<file path="config.mk">
export PLATFORM = sky130hd
export DESIGN_NAME = run_ctrl
export DESIGN_NICKNAME = d
export VERILOG_FILES = /design/src/rtl/run_ctrl_pkg.sv /design/src/rtl/run_trace_buf.sv /design/src/rtl/run_ctrl.sv
export SDC_FILE = /design/constraint.sdc
export NUM_CORES = 1
export LEC_CHECK = 0
export BUFFER_PORTS_ARGS = -buffer_cell sky130_fd_sc_hd__buf_2
export CORE_MARGIN = 4
export CORE_UTILIZATION = 35
export DETAILED_ROUTE_END_ITERATION = 8
export PLACE_DENSITY = 0.67
export SLEW_MARGIN = 0
export SYNTH_ARGS = -nofsm -noshare
export SYNTH_HDL_FRONTEND = slang
export SYNTH_SLANG_ARGS = --single-unit
</file>
<file path="constraint.sdc">
create_clock -name clk -period 2.2 [get_ports clk]
set_clock_uncertainty 0.2 [all_clocks]
set_input_delay 0.44 -clock clk [delete_from_list [all_inputs] [get_ports clk]]
set_output_delay 0.44 -clock clk [all_outputs]
set_load 0.01 [all_outputs]
</file>
<file path="src/rtl/run_ctrl_pkg.sv">
// run_ctrl_pkg: shared state encoding and RV32I constants for the run controller.
package run_ctrl_pkg;
    typedef enum logic [1:0] {S_HOLD, S_RUN, S_DONE} state_t;
    localparam logic [31:0] INST_ECALL = 32'h00000073;
    localparam logic [4:0] GP_ADDR = 5'd3;
endpackage

</file>
<file path="src/rtl/run_trace_buf.sv">
// run_trace_buf: ring buffer of retired PCs with a most-recent-first combinational read port.
module run_trace_buf #(
    parameter int XLEN = 32,
    parameter int DEPTH = 16
) (
    input  logic                     clk,
    input  logic                     reset,
    input  logic                     we,
    input  logic [XLEN-1:0]          wdata,
    input  logic [$clog2(DEPTH)-1:0] idx,
    output logic [XLEN-1:0]          rdata,
    output logic [$clog2(DEPTH):0]   count
);
    localparam int AW = $clog2(DEPTH);
    logic [XLEN-1:0] mem [DEPTH];
    logic [AW-1:0] wptr;
    always_ff @(posedge clk)
        if (we) mem[wptr] <= wdata;
    always_ff @(posedge clk) begin
        if (reset) begin
            wptr <= '0;
            count <= '0;
        end else if (we) begin
            wptr <= wptr + AW'(1);
            count <= count == (AW+1)'(DEPTH) ? count : count + (AW+1)'(1);
        end
    end
    // wptr points at the next free slot, so the newest entry sits one behind it
    always_comb rdata = {1'b0, idx} >= count ? '0 : mem[wptr - AW'(1) - idx];
endmodule

</file>
<file path="src/rtl/run_ctrl.sv">
// run_ctrl: CPU reset sequencer, retire/cycle counters, halt detection and gp-based verdict.
// Optional PC trace ring enabled by defining RUN_CTRL_TRACE_EN.
module run_ctrl
    import run_ctrl_pkg::*;
#(
    parameter int XLEN = 32,
    parameter int CNT_W = 32,
    parameter int RESET_CYCLES = 10,
    parameter int TIMEOUT_CYCLES = 10000,
    parameter int LOOP_LIMIT = 4,
    parameter int TRACE_DEPTH = 16
) (
    input  logic                           clk,
    input  logic                           reset,
    input  logic                           retire_valid,
    input  logic [XLEN-1:0]                retire_pc,
    input  logic [31:0]                    retire_inst,
    input  logic                           rf_we,
    input  logic [4:0]                     rf_waddr,
    input  logic [XLEN-1:0]                rf_wdata,
`ifdef RUN_CTRL_TRACE_EN
    input  logic [$clog2(TRACE_DEPTH)-1:0] trace_idx,
    output logic [XLEN-1:0]                trace_pc,
    output logic [$clog2(TRACE_DEPTH):0]   trace_count,
`endif
    output logic                           cpu_reset,
    output logic                           done,
    output logic                           pass,
    output logic                           fail,
    output logic                           timeout,
    output logic [XLEN-1:0]                fail_code,
    output logic [CNT_W-1:0]               cycle_count,
    output logic [CNT_W-1:0]               retire_count
);
    localparam int HW = $clog2(RESET_CYCLES + 1);
    localparam int LW = $clog2(LOOP_LIMIT + 1);
    state_t state;
    logic [HW-1:0] hold_cnt;
    logic [LW-1:0] loop_cnt;
    logic [XLEN-1:0] last_pc, gp_shadow, gp_now;
    logic gp_wr, same_pc, halt, expired, gp_pass;
    always_comb begin
        gp_wr = rf_we && rf_waddr == GP_ADDR;
        gp_now = gp_wr ? rf_wdata : gp_shadow;
        gp_pass = gp_now == XLEN'(1);
        same_pc = retire_valid && retire_pc == last_pc;
        halt = retire_valid && (retire_inst == INST_ECALL || (same_pc && loop_cnt == LW'(LOOP_LIMIT - 1)));
        expired = cycle_count == CNT_W'(TIMEOUT_CYCLES - 1);
    end
    always_ff @(posedge clk) begin
        if (reset) begin
            state <= S_HOLD;
            hold_cnt <= '0;
            loop_cnt <= '0;
            last_pc <= '0;
            gp_shadow <= '0;
            cycle_count <= '0;
            retire_count <= '0;
            fail_code <= '0;
            cpu_reset <= 1'b1;
            done <= 1'b0;
            pass <= 1'b0;
            fail <= 1'b0;
            timeout <= 1'b0;
        end else begin
            case (state)
                S_HOLD: begin
                    hold_cnt <= hold_cnt + HW'(1);
                    if (hold_cnt == HW'(RESET_CYCLES - 1)) begin
                        state <= S_RUN;
                        cpu_reset <= 1'b0;
                    end
                end
                S_RUN: begin
                    cycle_count <= &cycle_count ? cycle_count : cycle_count + CNT_W'(1);
                    if (retire_valid) retire_count <= &retire_count ? retire_count : retire_count + CNT_W'(1);
                    if (gp_wr) gp_shadow <= rf_wdata;
                    if (same_pc) loop_cnt <= loop_cnt + LW'(1);
                    else if (retire_valid) begin
                        loop_cnt <= '0;
                        last_pc <= retire_pc;
                    end
                    // a halt on the budget's last cycle takes precedence over the timeout
                    if (halt) begin
                        state <= S_DONE;
                        cpu_reset <= 1'b1;
                        done <= 1'b1;
                        pass <= gp_pass;
                        fail <= !gp_pass;
                        fail_code <= gp_pass ? '0 : gp_now >> 1;
                    end else if (expired) begin
                        state <= S_DONE;
                        cpu_reset <= 1'b1;
                        done <= 1'b1;
                        fail <= 1'b1;
                        timeout <= 1'b1;
                    end
                end
                S_DONE: ;
                default: state <= S_HOLD;
            endcase
        end
    end
`ifdef RUN_CTRL_TRACE_EN
    run_trace_buf #(.XLEN(XLEN), .DEPTH(TRACE_DEPTH)) u_trace (
        .clk(clk),
        .reset(reset),
        .we(state == S_RUN && retire_valid),
        .wdata(retire_pc),
        .idx(trace_idx),
        .rdata(trace_pc),
        .count(trace_count)
    );
`endif
endmodule
</file>
==> results of run 1 <==
synthesized netlist by cell type, drive strengths merged, types with 2 or more instances:
cell type,instances
nor4bb,2
xnor2,62
a21oi,51
and3,11
nand2,62
xor2,25
a211oi,32
and4,7
nor4b,5
nor3b,3
nand3,63
or4,5
nor4,36
o211ai,2
nand4,45
clkbuf,34
nor3,52
mux2i,63
nand4b,3
dfxtp,173
nand3b,2
o21ai,10
inv,12
and2,2
or3,15
buf,21
ha,6
nor2,108
nand2b,3
registers in the layout, indices dropped and copies added (netlist names):
name,count
loop_cnt,3
last_pc,32
retire_count,32
fail_code,31
pass,1
gp_shadow,32
done,1
fail,1
cycle_count,32
hold_cnt,4
timeout,1
cpu_reset,1
state,2
metrics by stage:
stage / power (W) / setup WS, ps
after global placement: 0.003478 / -148.2
after detailed placement: 0.003479 / -250.8
final: 0.006954 / -38.61
after CTS: 0.007021 / -43.51
after global routing: 0.007210 / -120.1
after floorplan: 0.003316 / -140.4
cell families (layout without fill, tap and decap cells):
group           count (synthesis)  in the layout  share of synthesized area
xor+xnor                       87             87                    0.09442
fa+ha+maj                       6              6                   0.009302
mux                            63             63                    0.07814
simple gates                  428            428                     0.2718
other cells                     1              1                  0.0004647
compound gates                104            104                    0.08217
buf+inv                        67            374                    0.03457
flops                         173            173                     0.4291
power by group:
part | leakage (nW) | total, W | switching [W] | internal, W
sequential | 1.41 | 0.00314 | 0.00000568 | 0.00314
combinational | 2.74 | 0.000286 | 0.000155 | 0.000131
clock | 0.334 | 0.00353 | 0.00134 | 0.00219
total | 4.49 | 0.00695 | 0.00150 | 0.00546
cells in the final DEF, fill, tap and decap left out, drive strengths merged, types with 15 or more instances in the layout:
| cell | n |
|---|---|
| nor4 | 36 |
| inv | 18 |
| or3 | 15 |
| buf | 326 |
| xnor2 | 62 |
| a21oi | 51 |
| a211oi | 32 |
| nand4 | 45 |
| nand3 | 63 |
| nor3 | 52 |
| clkbuf | 22 |
| nor2 | 108 |
| xor2 | 25 |
| dfxtp | 173 |
| nand2 | 62 |
| mux2i | 63 |
final cells by class:
cell class | instances | area share
flip-flops and latches | 173 | 0.3014
repair buffers | 330 | 0.1909
inverters | 12 | 0.003876
multi-input cells | 689 | 0.4137
clock inverters | 14 | 0.02164
clock buffers | 18 | 0.03779
well taps | 285 | 0.03069
path summary, 6_finish.rpt:
kind | to | slack [ps] | cells after the start
worst max-delay path | cycle_count[23]$_SDFFE_PP0P_ | -40 | 6
worst min-delay path | last_pc[16]$_SDFFE_PP0P_ | 80 | 3
worst max register to register | cycle_count[23]$_SDFFE_PP0P_ | -40 | 6
worst min register to register | timeout$_SDFFE_PP0P_ | 250 | 2
worst max-delay path: stages (launching register included):
cell and delay [ps]:
dfxtp_2 330, nand4_1 150, or4_4 600, or4_4 510, nand4_1 140, xor2_1 150, nor2_1 50
repair_timing:
item / in CTS / in global routing
gates resized for setup: 9 / 103
buffers inserted: 5 / 4
endpoints found under the setup margin: 41 / 82
cloned: 1 / 6
endpoints found under the hold margin: 0 / 0
pin swaps: 6 / 67
metal layers:
metal	vias up	part of all wire	global-route usage
met5	-	0	0
met4	0	0.021	0.06531
met3	29	0.050	0.03510
met2	216	0.48	0.2844
met1	3748	0.45	0.2293
li1	3944	-	-
==> insert_results.sql, run 1 <==
INSERT INTO impl_metrics (metric_group, metric, value, unit) VALUES
('floorplan', 'core', '22640', 'um2'),
('synthesis', 'synth-edff-count', '0', ''),
('placement', 'dpl.cell_count', '1473', ''),
('placement', 'place_congestion', '0.8552', ''),
('global_routing', 'first_pass_grt_wire_length', '36940', 'um'),
('clock_network', 'cts-htree-levels', '4', ''),
('floorplan', 'die_w', '159.9', 'um'),
('cells_and_area', 'postLayoutCellArea', '11620', 'um2'),
('placement', 'postPlaceCellArea', '10210', 'um2'),
('timing', 'final_min_period_over_clock_period', '1.018', ''),
('floorplan', 'start_util', '0.3565', ''),
('cells_and_area', 'antennaDiodeCount', '0', ''),
('run_status', 'violations', 'setup timing', ''),
('synthesis', 'cell_variety_after_synth', '50', ''),
('timing', 'timing_max_transition_violations_final', '0', ''),
('run_status', 'status', 'finished, violations left', ''),
('floorplan', 'design.die.area', '25550', 'um2'),
('timing', 'report.final.setup_viol', '5', ''),
('critical_path', 'critPathMaxFanout', '7', ''),
('global_routing', 'number_of_antenna_violations_at_the_first_check_in_global_routing', '0', ''),
('critical_path', 'required', '2300', 'ps'),
('timing', 'fin_ws', '-38.61', 'ps'),
('clock_network', 'cts_tree', 'done', ''),
('placement', 'numPortBuffers', '204', ''),
('cells_and_area', 'areaGrowthSynthToFinish', '43.98', '%'),
('routing', 'drt_first_iter_violations', '402', ''),
('routing', 'detail-route-antenna-nets', '0', ''),
('timing', 'period_minus_slack', '2239', 'ps'),
('clock_network', 'cts_root_buffer', 'clkbuf_16', ''),
('critical_path', 'cp-startpoint', 'cycle_count[20]$_SDFFE_PP0P_', ''),
('job', 'drv.max_cap_violation_count', '0', ''),
('clock_network', 'cts.hold.buffers_added', '0', ''),
('synthesis', 'postSynthAreaPerCell', '8.687', 'um2'),
('cells_and_area', 'instances_no_fill', '1521', ''),
('global_routing', 'groute.usage.overall', '0.1744', ''),
('routing', 'wl_per_cell', '16.15', 'um'),
('cells_and_area', 'postLayoutCoreUtil', '0.5132', ''),
('critical_path', 'r2r-start', 'cycle_count[20]$_SDFFE_PP0P_', ''),
('synthesis', 'netlist_instances', '929', ''),
('global_routing', 'first_global_vias', '7255', ''),
('routing', 'average_via_count_per_standard_cell', '5.218', ''),
('floorplan', 'std_cell_rows', '55', ''),
('power', 'cellLeakagePower', '4.487', 'nW'),
('clock_network', 'cts.path.max_buffers', '2', ''),
('placement', 'detailedPlacementHpwl', '17050', 'um'),
('global_routing', 'grt_max_degree', '43', ''),
('timing', 'rsz0062_at_grt', 'true', ''),
('routing', 'drt_pre_antenna_iters', '5', ''),
('cells_and_area', 'fillers', '2103', ''),
('critical_path', 'timing.setup.critical_path_class', 'reg2reg', ''),
('timing', 'worst_hold_margin', '75.23', 'ps'),
('synthesis', 'netlist_area', '8070', 'um2'),
('synthesis', 'netlist.area_leader.share', '0.4291', ''),
('synthesis', 'synth.top_cells.by_area', 'dfxtp_1 (43%), mux2i_1 (7.8%), xnor2_1 (6.7%)', ''),
('synthesis', 'register_bit_count_reported_by_yosys', '173', ''),
('floorplan', 'floorplan.io_pins', '206', ''),
('cells_and_area', 'regArea', '3502', 'um2'),
('critical_path', 'element_type_at_the_critical_path_end', 'register', ''),
('synthesis', 'postSynth.topFlopCell', 'dfxtp_1', ''),
('global_routing', 'grt_remaining_overflow', '0', ''),
('min_path', 'min-delay-path-class', 'in2reg', ''),
('critical_path', 'critPathLaunchType', 'register', ''),
('cells_and_area', 'final_stage_net_count', '1334', ''),
('routing', 'route.detailed.drc', '0', ''),
('power', 'power-per-cell-area', '598.5', 'nW/um2'),
('synthesis', 'yosys_warnings', '0', ''),
('timing', 'fmax', '0.4467', 'GHz'),
('power', 'power.ir.vdd_worst', '0.5128', 'mV'),
('clock_network', 'tritoncts.num_buffers', '17', ''),
('routing', 'dr_total_vias', '7937', ''),
('timing', 'worst_slew_margin_rel', '0.6339', '');
(Power assumes the default switching activity.)
==> inputs of run 2 (changes only) <==
==> constraint.sdc (replaced) <==
create_clock -name clk -period 2 [get_ports clk]
set_clock_uncertainty 0.2 [all_clocks]
set_input_delay 0.4 -clock clk [delete_from_list [all_inputs] [get_ports clk]]
set_output_delay 0.4 -clock clk [all_outputs]
set_load 0.01 [all_outputs]
==> run 2 against run 1 <==
Effect of this change:
- the run still ends with setup timing left
- final cell count up 2.5%
- via count up 2.4%
- non-clock buffer count up 38
- worst hold slack worse by 39 ps
- maximum frequency up 1.8%
==> insert_results.sql, run 2 (same netlist as run 1, synthesis figures left out) <==
INSERT INTO impl_metrics (metric_group, metric, value, unit) VALUES
('timing', 'final_min_period_over_clock_period', '1.099', ''),
('power', 'power.ir.vdd_worst', '0.5202', 'mV'),
('placement', 'numPortBuffers', '204', ''),
('power', 'cellLeakagePower', '4.619', 'nW'),
('floorplan', 'start_util', '0.3565', ''),
('min_path', 'min-delay-path-class', 'in2reg', ''),
('placement', 'dpl.cell_count', '1508', ''),
('critical_path', 'timing.setup.critical_path_class', 'reg2reg', ''),
('floorplan', 'std_cell_rows', '55', ''),
('critical_path', 'critPathLaunchType', 'register', ''),
('run_status', 'status', 'finished, violations left', ''),
('timing', 'timing_max_transition_violations_final', '0', ''),
('critical_path', 'critPathMaxFanout', '7', ''),
('routing', 'wl_per_cell', '16.29', 'um'),
('power', 'finalPower', '0.007121', 'W'),
('clock_network', 'tritoncts.num_buffers', '17', ''),
('routing', 'drt_first_iter_violations', '434', ''),
('critical_path', 'element_type_at_the_critical_path_end', 'register', ''),
('critical_path', 'critPathSlowestCell', 'or4_4', ''),
('run_status', 'violations', 'setup timing', ''),
('global_routing', 'groute.usage.overall', '0.1861', ''),
('critical_path', 'critical_path.top_delay_family', 'simple AND/OR/NAND/NOR gates', ''),
('critical_path', 'crit_path_cell_trace', 'nand4_1, or4_4, or4_4, nand4_1, xor2_1, nor2_1', ''),
('routing', 'dr_total_vias', '8131', ''),
('clock_network', 'cts_tree', 'done', ''),
('global_routing', 'first_global_vias', '7936', ''),
('clock_network', 'cts_root_buffer', 'clkbuf_16', ''),
('power', 'power-per-cell-area', '597.3', 'nW/um2'),
('timing', 'hold_violations', '0', ''),
('critical_path', 'required', '2110', 'ps'),
('power', 'power_frac_clock', '0.470', ''),
('critical_path', 'slowest_delay', '550', 'ps'),
('critical_path', 'regToRegSetupSlack', '-200', 'ps'),
('clock_network', 'cts-htree-levels', '4', ''),
('placement', 'place_congestion', '0.8455', ''),
('clock_network', 'worstSkewPairLatency', '430', 'ps'),
('routing', 'route.detailed.drc', '0', ''),
('power', 'internal-power', '0.005317', 'W'),
('power', 'power.share.switching', '0.2533', ''),
('global_routing', 'grt_max_degree', '44', ''),
('floorplan', 'die_w', '159.9', 'um'),
('cells_and_area', 'antennaDiodeCount', '0', ''),
('global_routing', 'grt_remaining_overflow', '0', ''),
('placement', 'detailedPlacementHpwl', '17780', 'um'),
('power', 'p_sw', '0.001804', 'W'),
('timing', 'report.final.setup_viol', '99', ''),
('critical_path', 'worst_ep_arrival_time', '2310', 'ps'),
('timing', 'fin_ws', '-198.4', 'ps'),
('job', 'drv.max_cap_violation_count', '0', ''),
('timing', 'period_minus_slack', '2198', 'ps'),
('routing', 'wl', '25400', 'um'),
('cells_and_area', 'layout.cells.most_common', 'buf_2', ''),
('timing', 'fmax', '0.4549', 'GHz'),
('routing', 'average_via_count_per_standard_cell', '5.216', ''),
('clock_network', 'cts.hold.buffers_added', '0', ''),
('cells_and_area', 'layout_cell_share_with_drive_strength_beyond_1', '0.4192', ''),
('floorplan', 'core', '22640', 'um2'),
('floorplan', 'floorplan.io_pins', '206', ''),
('floorplan', 'design.die.area', '25550', 'um2'),
('global_routing', 'first_pass_grt_wire_length', '39890', 'um'),
('floorplan', 'die_height', '159.9', 'um'),
('cells_and_area', 'final_stage_net_count', '1372', ''),
('clock_network', 'worst_setup_hold_path_clk_slew', '80', 'ps'),
('timing', 'rsz0062_at_grt', 'true', ''),
('routing', 'detail-route-antenna-nets', '0', ''),
('cells_and_area', 'areaGrowthSynthToFinish', '47.72', '%'),
('clock_network', 'cts.sink_count', '173', ''),
('power', 'power.combinational.fraction', '0.045', ''),
('critical_path', 'cp.buffers_inverters', '0', ''),
('clock_network', 'cts.path.max_buffers', '2', ''),
('routing', 'drt_pre_antenna_iters', '4', ''),
('cells_and_area', 'instances_no_fill', '1559', ''),
('global_routing', 'number_of_antenna_violations_at_the_first_check_in_global_routing', '0', ''),
('cells_and_area', 'mostFrequentLayoutCells', 'buf_2 (204), buf_4 (134), dfxtp_1 (128), nor2_1 (105), mux2i_1 (61)', ''),
('power', 'power.sequential.fraction', '0.485', '');
==> run 2: cell count changes in the layout (fill, tap and decap cells not counted), moves of 7 or more <==
cell and change:
nor3_2 -8, dfxtp_2 +12, a211oi_2 -14, dfxtp_1 -14, buf_4 +30, nor3_1 +7
a211oi_1 +14
==> run 2: power by group through the flow <==
stage	logic [W]	registers, W	clock network (W)
floorplan	0.000114	0.00353	0
global placement	0.000301	0.00353	0
detailed placement	0.000305	0.00353	0
CTS	0.000311	0.00345	0.00346
global route	0.000348	0.00345	0.00357
finish	0.000321	0.00345	0.00335
==> run 2: path summary, 6_finish.rpt <==
| check | from | end | depth (start not counted) |
|---|---|---|---|
| min reg2reg | gp_shadow[0]$_SDFFE_PP0P_ | gp_shadow[0]$_SDFFE_PP0P_ | 2 |
| min | retire_pc[25] | last_pc[25]$_SDFFE_PP0P_ | 3 |
| max reg2reg | cycle_count[19]$_SDFFE_PP0P_ | cycle_count[23]$_SDFFE_PP0P_ | 6 |
| max | cycle_count[19]$_SDFFE_PP0P_ | cycle_count[23]$_SDFFE_PP0P_ | 6 |
==> run 2: layout make-up <==
| type | instances | area [um2] |
|---|---|---|
| clock buffer | 18 | 439.2 |
| tap | 285 | 356.6 |
| fill | 2058 | 10720 |
| inverter | 12 | 45.04 |
| timing repair buffer | 368 | 2600 |
| multi-input combinational | 689 | 4791 |
| clock inverter | 14 | 165.2 |
| sequential | 173 | 3525 |
==> run 2: worst register-to-register path, delay by kind of cell, from the launching register on <==
family	cells	cell delay, ps
flip-flops	1	340
XOR/XNOR	1	170
AND/OR/NAND/NOR	5	1390
==> run 2: metrics by stage <==
| stage | utilization | cell area, um2 | setup TNS, ps | hold WS (ps) | setup WS (ps) |
|---|---|---|---|---|---|
| after floorplan | - | 8212 | -5666 | 231.6 | -340.4 |
| after CTS | 0.5083 | 11510 | -12160 | 15.90 | -183.8 |
| final | 0.5266 | 11920 | -8134 | 36.72 | -198.4 |
| after global placement | 0.4667 | 10570 | -17350 | 239.6 | -295.0 |
| after global routing | 0.5266 | 11920 | -21750 | 26.43 | -263.2 |
| after detailed placement | 0.4667 | 10570 | -20710 | 243.6 | -347.9 |
==> run 2: layer usage <==
layer,track usage,share of wire,up-vias
met5,0,0,-
li1,-,-,4019
met1,0.2346,0.44,3821
met4,0.05358,0.016,0
met2,0.3170,0.48,261
met3,0.04619,0.065,30
==> run 2: timing repair <==
action | in CTS | in global routing
hold endpoints to repair | 0 | 0
buffers inserted | 9 | 3
pin swaps | 24 | 48
endpoints found under the setup margin | 96 | 166
gates resized for setup | 44 | 65
cloned | 4 | 5
